===== config.mk =====
export PLATFORM = sky130hd
export DESIGN_NAME = ul4_arbiter
export DESIGN_NICKNAME = d
export VERILOG_FILES = /design/src/rtl/ul4_arbiter.sv
export SDC_FILE = /design/constraint.sdc
export NUM_CORES = 1
export LEC_CHECK = 0
export BUFFER_PORTS_ARGS = -buffer_cell sky130_fd_sc_hd__buf_2
export CAP_MARGIN = 10
export CORE_MARGIN = 3
export CORE_UTILIZATION = 46
export CTS_CLUSTER_SIZE = 25
export DETAILED_ROUTE_END_ITERATION = 10
export PLACE_DENSITY = 0.79
export SLEW_MARGIN = 15
export SYNTH_ARGS = -nofsm -noshare
export SYNTH_HDL_FRONTEND = slang
export SYNTH_SLANG_ARGS = --single-unit

===== constraint.sdc =====
create_clock -name clk -period 1.8 [get_ports clk]
set_input_delay 0.18 -clock clk [delete_from_list [all_inputs] [get_ports clk]]
set_output_delay 0.18 -clock clk [all_outputs]
set_load 0.02 [all_outputs]

===== src/rtl/ul4_arbiter.sv =====
// Round-robin front end that shares one ul4 logic unit between two requesters.
// Valid/ready on both sides: a transfer happens on a rising edge where valid && ready are both high.
module ul4_arbiter #(
    parameter int WIDTH = 4,
    parameter int CNT_W = 8
) (
    input  logic             clk,
    input  logic             rst_n,
    input  logic             req0_valid,
    input  logic [WIDTH-1:0] req0_a,
    input  logic [WIDTH-1:0] req0_b,
    input  logic [1:0]       req0_s,
    output logic             req0_ready,
    input  logic             req1_valid,
    input  logic [WIDTH-1:0] req1_a,
    input  logic [WIDTH-1:0] req1_b,
    input  logic [1:0]       req1_s,
    output logic             req1_ready,
    output logic [WIDTH-1:0] ul_a,
    output logic [WIDTH-1:0] ul_b,
    output logic [1:0]       ul_s,
    input  logic [WIDTH-1:0] ul_out,
    output logic             res_valid,
    output logic [WIDTH-1:0] res_data,
    output logic             res_id,
    input  logic             res_ready,
    output logic             busy,
    output logic [CNT_W-1:0] ops_done,
    output logic [1:0]       state_dbg
);

    typedef enum logic [1:0] {
        IDLE = 2'd0,
        EXEC = 2'd1,
        HOLD = 2'd2
    } state_t;

    state_t             state_q, state_d;
    logic               prio_q, prio_d;
    logic [WIDTH-1:0]   ul_a_q, ul_a_d;
    logic [WIDTH-1:0]   ul_b_q, ul_b_d;
    logic [1:0]         ul_s_q, ul_s_d;
    logic               res_valid_q, res_valid_d;
    logic [WIDTH-1:0]   res_data_q, res_data_d;
    logic               res_id_q, res_id_d;
    logic [CNT_W-1:0]   ops_done_q, ops_done_d;

    logic               grant1;
    logic               accept;

    // Requester 1 wins when it is alone, or when both ask and it holds priority.
    assign grant1 = req1_valid && (!req0_valid || prio_q);
    assign accept = req0_ready || req1_ready;

    always_ff @(posedge clk or negedge rst_n) begin
        if (!rst_n) begin
            state_q <= IDLE;
        end else begin
            state_q <= state_d;
        end
    end

    always_comb begin
        state_d = state_q;
        case (state_q)
            IDLE:    if (accept) state_d = EXEC;
            EXEC:    state_d = HOLD;
            HOLD:    if (res_ready) state_d = IDLE;
            default: state_d = IDLE;
        endcase
    end

    always_comb begin
        req0_ready = 1'b0;
        req1_ready = 1'b0;
        // Readies are masked by rst_n so nothing is offered while reset is held.
        if (rst_n && (state_q == IDLE)) begin
            req0_ready = req0_valid && !grant1;
            req1_ready = grant1;
        end
        busy      = (state_q != IDLE);
        state_dbg = state_q;
    end

    always_comb begin
        prio_d      = prio_q;
        ul_a_d      = ul_a_q;
        ul_b_d      = ul_b_q;
        ul_s_d      = ul_s_q;
        res_valid_d = res_valid_q;
        res_data_d  = res_data_q;
        res_id_d    = res_id_q;
        ops_done_d  = ops_done_q;
        if (accept) begin
            ul_a_d   = grant1 ? req1_a : req0_a;
            ul_b_d   = grant1 ? req1_b : req0_b;
            ul_s_d   = grant1 ? req1_s : req0_s;
            res_id_d = grant1;
            prio_d   = !grant1;
        end
        if (state_q == EXEC) begin
            res_data_d  = ul_out;
            res_valid_d = 1'b1;
        end
        if ((state_q == HOLD) && res_valid_q && res_ready) begin
            res_valid_d = 1'b0;
            ops_done_d  = ops_done_q + CNT_W'(1);
        end
    end

    always_ff @(posedge clk or negedge rst_n) begin
        if (!rst_n) begin
            prio_q      <= 1'b0;
            ul_a_q      <= '0;
            ul_b_q      <= '0;
            ul_s_q      <= '0;
            res_valid_q <= 1'b0;
            res_data_q  <= '0;
            res_id_q    <= 1'b0;
            ops_done_q  <= '0;
        end else begin
            prio_q      <= prio_d;
            ul_a_q      <= ul_a_d;
            ul_b_q      <= ul_b_d;
            ul_s_q      <= ul_s_d;
            res_valid_q <= res_valid_d;
            res_data_q  <= res_data_d;
            res_id_q    <= res_id_d;
            ops_done_q  <= ops_done_d;
        end
    end

    assign ul_a      = ul_a_q;
    assign ul_b      = ul_b_q;
    assign ul_s      = ul_s_q;
    assign res_valid = res_valid_q;
    assign res_data  = res_data_q;
    assign res_id    = res_id_q;
    assign ops_done  = ops_done_q;

endmodule


# ---- Word-level counts from Yosys, hierarchy flattened
# Index checks and enable logic that the tools add are counted.
dict set report classes {
  n_addsub 1
  eq_ne 4
  mux 10
  reduce_logical 13
}
# operator count
set op_table {}
lappend op_table {{8-bit by 1-bit adder with 8-bit output, second input constant} 1}
lappend op_table {{4-bit 2-to-1 mux} 2}
lappend op_table {{2-bit 2-to-1 mux} 3}
lappend op_table {{2-bit one-hot mux with 3 select lines} 1}
lappend op_table {{1-bit logical AND} 5}
lappend op_table {{1-bit 2-to-1 mux} 4}
lappend op_table {{2-bit != test, second input constant} 2}
lappend op_table {{2-bit nonzero test} 2}
lappend op_table {{2-bit by 1-bit == test with 1-bit output, second input constant} 1}
lappend op_table {{2-bit == test, second input constant} 1}
lappend op_table {{1-bit zero test} 2}
lappend op_table {{2-bit zero test} 1}
lappend op_table {{1-bit logical OR} 2}
lappend op_table {{2-bit AND reduction} 1}
dict set report word_totals {
  regBits 27
}

# ---- Logic depth before layout (Yosys ltp)
dict set report logic_depth {
  ltp_word 9
  depth_mapped 4
  ltp_nobuf 4
}

# ---- Worst setup path after synthesis
# Ideal clock, no wire load.
dict set report synth_timing {
  kind {reg-to-output}
  from {reg state_q[1], in the netlist state_dbg[1]}
  to {out req1_ready}
  t_arrival_ns 1.272
  path_slack_ns 0.348
  path_stages_with_launch 4
  n_path_buf 0
  cell_sequence {dfrtp_1 -> nor2_1 -> nand2_1 -> nor3_1}
}
dict set report synth_via {
  elab_chain_cells 3
}
# item line
set synth_rtl {}
lappend synth_rtl {{start: declaration} 38} ;# state_t state_q, state_d;
lappend synth_rtl {{start signal: assignment} 59} ;# state_q <= state_d;
lappend synth_rtl {{2-bit zero test} 77} ;# if (rst_n && (state_q == IDLE)) begin
lappend synth_rtl {{1-bit logical AND} 77}
lappend synth_rtl {{1-bit 2-to-1 mux} 77}
lappend synth_rtl {{end: declaration} 18} ;# output logic req1_ready,
# Every way passes these cells.

# ---- Final worst setup path
# Same ends and word-level chain as after synthesis.

==> report_table.html <==
<table>
<tr><th>Metric</th><th>Value</th></tr>
<tr><th colspan="2">Status</th></tr>
<tr><td>Outcome</td><td>finished, final reports clean</td></tr>
<tr><th colspan="2">Hold path</th></tr>
<tr><td>Worst min path class</td><td>in -&gt; reg</td></tr>
<tr><th colspan="2">Layout</th></tr>
<tr><td>Non-Filler Cell Area, Final</td><td>0.00163 mm2</td></tr>
<tr><td>Layout-stage area growth over the synthesis result</td><td>28.3%</td></tr>
<tr><td>Share of cells above drive strength 1</td><td>0.497</td></tr>
<tr><td>Diodes inserted</td><td>0</td></tr>
<tr><td>Nets@finish</td><td>190</td></tr>
<tr><td>Total of fill cells in the finished design</td><td>216</td></tr>
<tr><th colspan="2">Placed design</th></tr>
<tr><td>Placer's final routability congestion estimate</td><td>0.827</td></tr>
<tr><td>Dpl cell area</td><td>0.00159 mm2</td></tr>
<tr><td>Buffers added on ports</td><td>57</td></tr>
<tr><td>HPWL reported at the end of detailed placement</td><td>2050 um</td></tr>
<tr><th colspan="2">Floorplan</th></tr>
<tr><td>Floorplan Core Area</td><td>0.00254 mm2</td></tr>
<tr><td>Chip height</td><td>58.6 um</td></tr>
<tr><td>Std-Cell Rows</td><td>18</td></tr>
<tr><td>Initial core utilization</td><td>0.500</td></tr>
<tr><td>Die Span X</td><td>58.6 um</td></tr>
<tr><td>Number of ports placed on the die boundary</td><td>58</td></tr>
<tr><td>Full die area</td><td>0.00343 mm2</td></tr>
<tr><th colspan="2">Route</th></tr>
<tr><td>Count of antenna-violating nets left after detailed routing</td><td>0</td></tr>
<tr><td>Drt initial violations</td><td>69</td></tr>
<tr><td>Detailed-route DRC error count</td><td>0</td></tr>
<tr><td>Met1 Routed Length</td><td>1160 um</td></tr>
<tr><td>Number of detailed-routing iterations run before antenna repair</td><td>3</td></tr>
<tr><td>Number of vias per cell after detailed routing</td><td>5.42</td></tr>
<tr><td>Wire length per cell</td><td>14.2 um</td></tr>
<tr><td>Total vias in the final route</td><td>1025</td></tr>
<tr><td>Met3 Routed Length</td><td>207 um</td></tr>
<tr><td>Highest Signal Layer</td><td>met4</td></tr>
<tr><td>WL met2</td><td>1300 um</td></tr>
<tr><td>Final Routed Wirelength</td><td>2690 um</td></tr>
<tr><th colspan="2">Global route</th></tr>
<tr><td>Initial antenna violation count</td><td>0</td></tr>
<tr><td>GR Util All Layers</td><td>0.168</td></tr>
<tr><td>Maximum number of pins on one net before global-route repair</td><td>20</td></tr>
<tr><td>Remaining global-route overflow</td><td>0</td></tr>
<tr><td>Wire length of the first global-routing pass</td><td>4530 um</td></tr>
<tr><td>Number of global-route vias before repair</td><td>1005</td></tr>
<tr><th colspan="2">STA</th></tr>
<tr><td>Total Negative Setup Slacks</td><td>0 ns</td></tr>
<tr><td>Worst setup skew after layout</td><td>0.0109 ns</td></tr>
<tr><td>Final count of negative-setup-slack endpoints</td><td>0</td></tr>
<tr><td>Highest Clock Rate</td><td>607 MHz</td></tr>
<tr><td>Period utilization</td><td>0.915</td></tr>
<tr><td>Max-slew headroom</td><td>0.705</td></tr>
<tr><td>Slew Viols, Final</td><td>0</td></tr>
<tr><td>Total count of hold-check failures in the final report</td><td>0</td></tr>
<tr><td>Measured slew at the worst slew-check pin</td><td>0.440 ns</td></tr>
<tr><td>Min cycle time layout</td><td>1.65 ns</td></tr>
<tr><td>Unrepaired setup endpoints after global routing</td><td>no</td></tr>
<tr><th colspan="2">CTS</th></tr>
<tr><td>Clock sink count</td><td>27</td></tr>
<tr><td>Number of buffers created by CTS</td><td>3</td></tr>
<tr><td>Buffer levels on the longest clock path</td><td>2</td></tr>
<tr><td>CTS H-tree depth</td><td>1</td></tr>
<tr><td>Clk pin slew, worst setup/hold paths</td><td>0.15 ns</td></tr>
<tr><td>Clock insertion delay at the later pin of the skew report</td><td>0.33 ns</td></tr>
<tr><td>Root Driver</td><td>sky130_fd_sc_hd__clkbuf_4</td></tr>
<tr><td>Clock tree from TritonCTS</td><td>done</td></tr>
<tr><th colspan="2">Yosys</th></tr>
<tr><td>Sequential element share of the synthesized area</td><td>0.531</td></tr>
<tr><td>Flip-flop and latch count after synthesis</td><td>27</td></tr>
<tr><td>Yosys cell types</td><td>29</td></tr>
<tr><td>Share of flip-flops with an asynchronous set or reset</td><td>1.00</td></tr>
<tr><td>Synth Net Count</td><td>129</td></tr>
<tr><td>Warnings, synthesis</td><td>0</td></tr>
<tr><td>Post-synth top cells</td><td>sky130_fd_sc_hd__dfrtp_1, sky130_fd_sc_hd__o32ai_1, sky130_fd_sc_hd__a2bb2oi_2</td></tr>
<tr><td>Most common flop cell mapped by yosys</td><td>sky130_fd_sc_hd__dfrtp_1</td></tr>
<tr><td>Cell area after technology mapping</td><td>0.00127 mm2</td></tr>
<tr><td>Mean Syn Cell Area</td><td>12.8 um2</td></tr>
<tr><td>Synthesized instance count</td><td>99</td></tr>
<tr><td>Cell type with the largest total area after synthesis</td><td>sky130_fd_sc_hd__dfrtp_1</td></tr>
<tr><td>Area share of the leading cell type in the synthesized netlist</td><td>0.531</td></tr>
<tr><td>Cell with the most instances after synthesis</td><td>sky130_fd_sc_hd__dfrtp_1</td></tr>
<tr><td>Post-synth EDFFs</td><td>0</td></tr>
<tr><td>Cell types occupying the most area after synthesis</td><td>sky130_fd_sc_hd__dfrtp_1, sky130_fd_sc_hd__a2bb2oi_2, sky130_fd_sc_hd__o32ai_1</td></tr>
<tr><th colspan="2">Critical path</th></tr>
<tr><td>Critical path required time</td><td>1.62 ns</td></tr>
<tr><td>Type of the setup path with the least slack</td><td>reg -&gt; out</td></tr>
<tr><td>Worst Path Max Fanout</td><td>7</td></tr>
<tr><td>Signal arrival time at the worst endpoint</td><td>1.47 ns</td></tr>
<tr><td>Nature of the critical path endpoint</td><td>primary output</td></tr>
<tr><td>Startpoint types</td><td>flip-flop</td></tr>
<tr><th colspan="2">Pwr</th></tr>
<tr><td>Cell area power density</td><td>1460 mW/mm2</td></tr>
<tr><td>Largest vdd supply drop</td><td>0.000834 V</td></tr>
<tr><td>Leakage power</td><td>0.000821 uW</td></tr>
<tr><th colspan="2">Job</th></tr>
<tr><td>Max-cap violations</td><td>0</td></tr>
</table>
## worst paths after layout
check	end	cells after the start	slack, ns	start
worst max-delay path	req1_ready	4	0.15	state_dbg[1]
worst min-delay path	res_data[1]	2	0.06	ul_out[1]
worst max register to register	res_id	4	0.45	state_dbg[1]
worst min register to register	ops_done[7]	1	0.47	ops_done[7]
max in group asynchronous	res_valid	3	1.07	rst_n
min in group asynchronous	state_dbg[0]	2	0.21	rst_n
## report_power, final
group	internal, uW	switching (uW)	total (uW)
combinational	475	611	1090
sequential	833	192	1020
clock	85.0	189	274
total	1390	992	2380
## layout by cell type (no fill, tap or decap), types with 5 or more instances in the layout
master,n
sky130_fd_sc_hd__a2bb2oi_2,9
sky130_fd_sc_hd__buf_2,57
sky130_fd_sc_hd__dfrtp_1,27
sky130_fd_sc_hd__mux2_1,5
sky130_fd_sc_hd__nor2_1,7
sky130_fd_sc_hd__o32ai_1,10
sky130_fd_sc_hd__xor2_1,6
## kinds of logic after synthesis
logic type,share of synthesized area
adders and majority gates,0.00984
AOI/OAI and AO/OA,0.230
xor gates and xnor gates,0.0482
muxes,0.0443
buffers and inverters,0.0335
and+or+nand+nor,0.102
DFF,0.531
## flip-flops by register name, indices dropped and copies added (netlist names)
| name | count |
|---|---|
| ul_b | 4 |
| ul_s | 2 |
| ul_a | 4 |
| state_dbg | 2 |
| res_id | 1 |
| res_valid | 1 |
| res_data | 4 |
| prio_q | 1 |
| ops_done | 8 |
## per-layer routing
layer | up-vias | global-route usage
met3 | 2 | 0.0417
met4 | 0 | 0.0744
met5 | - | 0
li1 | 488 | -
met1 | 493 | 0.229
met2 | 42 | 0.254
## metrics by stage
stage,hold slack [ns],setup WS (ns),total power [uW],instances,util
after global placement,0.0512,0.407,2100,184,0.624
after detailed placement,0.0534,0.397,2130,184,0.624
final,0.0615,0.153,2380,189,0.641
after CTS,0.0565,0.141,2410,189,0.641
after floorplan,-0.116,0.348,1760,99,-
after global routing,0.0547,0.0171,2540,189,0.641
## final cells by class
class                      instances  area [um2]  area share
sequential                        27         676       0.414
clock inverter                     1        7.51     0.00460
multi-input combinational         63         556       0.340
inverter                           4        15.0     0.00920
clock buffer                       3        22.5      0.0138
timing repair buffer              61         318       0.195
tap                               30        37.5      0.0230
## timing repair
item | in CTS | in global routing
endpoints found under the hold margin | 8 | 0
buffers inserted | 0 | 0
endpoints found under the setup margin | 1 | 0
resized for setup | 1 | 0
hold buffers | 1 | 0
## worst max-delay path: stages (launching register included)
cell	delay [ns]
sky130_fd_sc_hd__dfrtp_1	0.51
sky130_fd_sc_hd__nor2_1	0.17
sky130_fd_sc_hd__nand2_1	0.11
sky130_fd_sc_hd__nor3_1	0.17
sky130_fd_sc_hd__buf_2	0.19
Power figures use the tool's default switching activity.
